**config.mk**
```make
export PLATFORM = sky130hd
export DESIGN_NAME = stopwatch_ctrl
export DESIGN_NICKNAME = d
export VERILOG_FILES = /design/src/rtl/stopwatch_ctrl.sv
export SDC_FILE = /design/constraint.sdc
export NUM_CORES = 1
export LEC_CHECK = 0
export BUFFER_PORTS_ARGS = -buffer_cell sky130_fd_sc_hd__buf_2
export CORE_AREA = 2 2 56 58
export CTS_CLUSTER_DIAMETER = 100
export DETAILED_ROUTE_END_ITERATION = 16
export DIE_AREA = 0 0 58 60
export PLACE_DENSITY = 0.75
export SYNTH_ARGS = -nofsm -noshare
export SYNTH_HDL_FRONTEND = slang
export SYNTH_SLANG_ARGS = --single-unit
```
**constraint.sdc**
```tcl
create_clock -name clk -period 2.85 [get_ports clk]
set_input_delay 0.4275 -clock clk [delete_from_list [all_inputs] [get_ports clk]]
set_output_delay 0.4275 -clock clk [all_outputs]
set_load 0.02 [all_outputs]
```
**src/rtl/stopwatch_ctrl.sv**
```systemverilog
// Stopwatch controller: STOP/RUN/CLEAR FSM driving a cs:s:m:h counter chain.
// Optional lap-hold display freeze is enabled with `define STOPWATCH_LAP_EN.
module stopwatch_ctrl #(
    parameter int MSEC_MOD = 100,
    parameter int HOUR_MOD = 24
) (
    input  logic       clk,
    input  logic       rst,
    input  logic       i_tick,
    input  logic       i_run_stop,
    input  logic       i_clear,
`ifdef STOPWATCH_LAP_EN
    input  logic       i_lap,
    output logic       o_lap_hold,
`endif
    output logic [6:0] o_msec,
    output logic [5:0] o_sec,
    output logic [5:0] o_min,
    output logic [4:0] o_hour,
    output logic       o_running
);

    // state    | meaning
    // ST_STOP  | counters hold, ticks discarded
    // ST_RUN   | counters advance on each tick
    // ST_CLEAR | one-cycle zeroing, then back to STOP
    typedef enum logic [1:0] {
        ST_STOP  = 2'd0,
        ST_RUN   = 2'd1,
        ST_CLEAR = 2'd2
    } state_t;

    localparam logic [6:0] MSEC_MAX = 7'(MSEC_MOD - 1);
    localparam logic [4:0] HOUR_MAX = 5'(HOUR_MOD - 1);

    state_t     state_q, state_d;
    logic       running_q, running_d;
    logic [6:0] msec_q, msec_d;
    logic [5:0] sec_q, sec_d;
    logic [5:0] min_q, min_d;
    logic [4:0] hour_q, hour_d;
    logic       zero_req;
    logic       count_en;

    always_ff @(posedge clk or posedge rst) begin
        if (rst) begin
            state_q   <= ST_STOP;
            running_q <= 1'b0;
            msec_q    <= '0;
            sec_q     <= '0;
            min_q     <= '0;
            hour_q    <= '0;
        end else begin
            state_q   <= state_d;
            running_q <= running_d;
            msec_q    <= msec_d;
            sec_q     <= sec_d;
            min_q     <= min_d;
            hour_q    <= hour_d;
        end
    end

    always_comb begin
        state_d = state_q;
        case (state_q)
            ST_STOP: begin
                if (i_clear)
                    state_d = ST_CLEAR;
                else if (i_run_stop)
                    state_d = ST_RUN;
            end
            ST_RUN: begin
                if (i_run_stop)
                    state_d = ST_STOP;
            end
            ST_CLEAR: state_d = ST_STOP;
            default:  state_d = ST_STOP;
        endcase
        running_d = (state_d == ST_RUN);
    end

    // Zero on the edge entering CLEAR so the CLEAR cycle already shows 0.
    assign zero_req = ((state_q == ST_STOP) && i_clear) || (state_q == ST_CLEAR);
    assign count_en = (state_q == ST_RUN) && i_tick;

    always_comb begin
        msec_d = msec_q;
        sec_d  = sec_q;
        min_d  = min_q;
        hour_d = hour_q;
        if (zero_req) begin
            msec_d = '0;
            sec_d  = '0;
            min_d  = '0;
            hour_d = '0;
        end else if (count_en) begin
            if (msec_q == MSEC_MAX) begin
                msec_d = '0;
                if (sec_q == 6'd59) begin
                    sec_d = '0;
                    if (min_q == 6'd59) begin
                        min_d = '0;
                        if (hour_q == HOUR_MAX)
                            hour_d = '0;
                        else
                            hour_d = hour_q + 5'd1;
                    end else begin
                        min_d = min_q + 6'd1;
                    end
                end else begin
                    sec_d = sec_q + 6'd1;
                end
            end else begin
                msec_d = msec_q + 7'd1;
            end
        end
    end

    assign o_running = running_q;

`ifdef STOPWATCH_LAP_EN
    logic       hold_q, hold_d;
    logic [6:0] lap_msec_q, lap_msec_d;
    logic [5:0] lap_sec_q, lap_sec_d;
    logic [5:0] lap_min_q, lap_min_d;
    logic [4:0] lap_hour_q, lap_hour_d;

    always_ff @(posedge clk or posedge rst) begin
        if (rst) begin
            hold_q     <= 1'b0;
            lap_msec_q <= '0;
            lap_sec_q  <= '0;
            lap_min_q  <= '0;
            lap_hour_q <= '0;
        end else begin
            hold_q     <= hold_d;
            lap_msec_q <= lap_msec_d;
            lap_sec_q  <= lap_sec_d;
            lap_min_q  <= lap_min_d;
            lap_hour_q <= lap_hour_d;
        end
    end

    // Snapshot takes the pre-tick counter value visible on the setting edge.
    always_comb begin
        hold_d     = hold_q;
        lap_msec_d = lap_msec_q;
        lap_sec_d  = lap_sec_q;
        lap_min_d  = lap_min_q;
        lap_hour_d = lap_hour_q;
        if (zero_req) begin
            hold_d = 1'b0;
        end else if ((state_q == ST_RUN) && i_lap) begin
            hold_d = ~hold_q;
            if (!hold_q) begin
                lap_msec_d = msec_q;
                lap_sec_d  = sec_q;
                lap_min_d  = min_q;
                lap_hour_d = hour_q;
            end
        end
    end

    assign o_lap_hold = hold_q;
    assign o_msec     = hold_q ? lap_msec_q : msec_q;
    assign o_sec      = hold_q ? lap_sec_q  : sec_q;
    assign o_min      = hold_q ? lap_min_q  : min_q;
    assign o_hour     = hold_q ? lap_hour_q : hour_q;
`else
    assign o_msec = msec_q;
    assign o_sec  = sec_q;
    assign o_min  = min_q;
    assign o_hour = hour_q;
`endif

endmodule

```
==> metrics.yaml <==
outcome: "completed"
clkTransAtPathRegs_ns: 0.16
start_util_pct: 50.6
postCtsHoldBufs: 0
synth_top_cell_by_area: "dfrtp_1"
skew_ns: 0.0133
worstMarginPinSlew_ns: 1.01
placementRows: 20
dieHeight_um: 60
required_ns: 3.11
pin_count: 30
critPathLaunchType: "register"
critPathKind: "reg2reg"
ys_ff_latch: 27
tns_ns: 0
grt_max_degree: 28
grt_remaining_overflow: 0
max_slew_margin_pct: 32.6
synthToLayoutAreaGrowth_pct: 13.1
use_met1_pct: 21.4
clk-insertion-delay-late_ns: 0.33
num-fill-cells: 269
dp_hpwl_um: 2240
maxCapViolations: 0
initialDrtViolationCount: 51
antenna_found_initial: 0
synth_cell_types: 39
totalPowerFinal_uw: 649
die_w_um: 58
met2_usage_pct: 34.4
cp_max_fo: 13
synth_nets: 161
root_buffer: "clkbuf_4"
layout_common_cells: "buf_2, dfrtp_1, nand2_1"
via_per_inst: 6.19
synth_top_area_share_pct: 46.0
cts_tree: "built"
grt_pass1_vias: 1190
dieArea_um2: 3480
async_reset_ff_share_pct: 100
syn_avg_cell_area_um2: 9.67
cts_buffer_depth: 2
setup_viol: 0
fmax_mhz: 401
detail_route.drc_violations: 0
rsz0062_at_grt: "no"
grt_pass1_wl_um: 5000
clock-sinks: 27
via_count: 1313
busiest_layer: "met2"
p_leak_uw: 0.000778
finalWirelength_um: 3060
hold_class: "in2async"
antenna_left: 0
diodes: 0
synth_ff_type: "dfrtp_1"
power.density_nw_per_um2: 391
final-hold-violation-count: 0
maxSlewViolCount: 0
io_buffers: 29
cp-end-kind: "register"
use_met3_pct: 2.60
finalCritPeriodShare_pct: 87.6
drive_gt1_share_pct: 21.2
peakVddDrop_mv: 0.279
layout.cells.most_common: "buf_2"
grt_usage_pct: 18.6
synth_edf_count: 0
ys_seq_area_share_pct: 46.0
core_um2: 2900
cts_buffers: 3
cts_setup_buffers: 0
nNetsFinal: 189
first_pass_iters: 4
utilization_pct: 57.3
htreeDepth: 1
gp_congestion: 0.784
routedWlPerCell_um: 14.4
synth_area_um2: 1470
yosys_warnings: 0
syn-instance-count: 152
cts-resized-gates: 0
finalCriticalPeriod_ns: 2.50
synthTopCellsByArea: "dfrtp_1, nand2_1, or4_1"
worstPathArrival_ns: 2.75
## state kept, by name (all words and copies together) (netlist names)
signal and cells:
o_hour 5, o_min 6, o_msec 7, o_running 1, o_sec 6, state_q 2
## worst max-delay path: stages (launching register included)
cell and delay [ns]:
dfrtp_1 0.48, or4b_1 0.58, or4_1 0.76, or4_1 0.54, o21ai_1 0.09
## worst paths after layout
path | endpoint | cells after the start | from | slack (ns)
worst max-delay path | o_hour[0] | 4 | o_msec[2] | 0.35
worst min-delay path | o_sec[2] | 2 | rst | 0.31
worst max register to register | o_hour[0] | 4 | o_msec[2] | 0.35
worst min register to register | o_min[0] | 2 | o_min[0] | 0.58
max in group asynchronous | o_msec[1] | 2 | rst | 1.92
min in group clk | state_q[1] | 2 | i_clear | 0.38
## cells in the mapped netlist, types with 3 or more instances
| cell | instances |
|---|---|
| nand3_1 | 8 |
| ha_1 | 4 |
| clkbuf_1 | 5 |
| nand2_1 | 14 |
| o31ai_1 | 3 |
| o2111ai_1 | 5 |
| or3_1 | 3 |
| o21ai_0 | 5 |
| and3_1 | 3 |
| inv_1 | 3 |
| nand4_1 | 3 |
| a21oi_1 | 8 |
| or4_1 | 7 |
| dfrtp_1 | 27 |
| nor2_1 | 12 |
| nand3b_1 | 4 |
| mux2i_1 | 5 |
| xor2_1 | 4 |
## cells by family after synthesis
| family | share of synthesized area (%) |
|---|---|
| simple gates | 25.3 |
| buf+inv | 2.72 |
| flops | 46.0 |
| xor+xnor | 3.57 |
| compound gates | 15.7 |
| fa+ha+maj | 3.40 |
| mux | 3.40 |
## per-stage QoR
stage / worst slack (ns) / cell area (um^2) / instances / hold slack (ns)
floorplan: 0.544 / 1470 / 152 / 0.480
global placement: 0.463 / 1640 / 208 / 0.549
detailed placement: 0.387 / 1640 / 208 / 0.558
CTS: 0.360 / 1660 / 212 / 0.356
global route: 0.248 / 1660 / 212 / 0.357
finish: 0.354 / 1660 / 212 / 0.311
## power breakdown
group / internal [uW] / switching (uW) / leakage [uW] / total (uW)
clock: 52.6 / 116 / 0.0000177 / 169
sequential: 391 / 12.2 / 0.000374 / 404
combinational: 24.9 / 52.2 / 0.000386 / 77.0
total: 469 / 180 / 0.000778 / 649
## metal layers
metal | wire length [um] | vias up | part of all wire [%]
met4 | 60 | 0 | 2.0
met2 | 1550 | 32 | 51
met3 | 124 | 7 | 4.1
met1 | 1320 | 642 | 43
met5 | 0 | - | 0
li1 | - | 632 | -
## cell type report
class                   instances  area (um^2)  area share, %
well taps                      33         41.3           2.48
multi-input cells             115          754           45.4
clock buffers                   3         22.5           1.35
flip-flops and latches         27          676           40.6
inverters                       3         11.3          0.677
clock inverters                 1         5.00          0.301
repair buffers                 30          153           9.18
No activity file was read; power rests on OpenSTA's default activity.
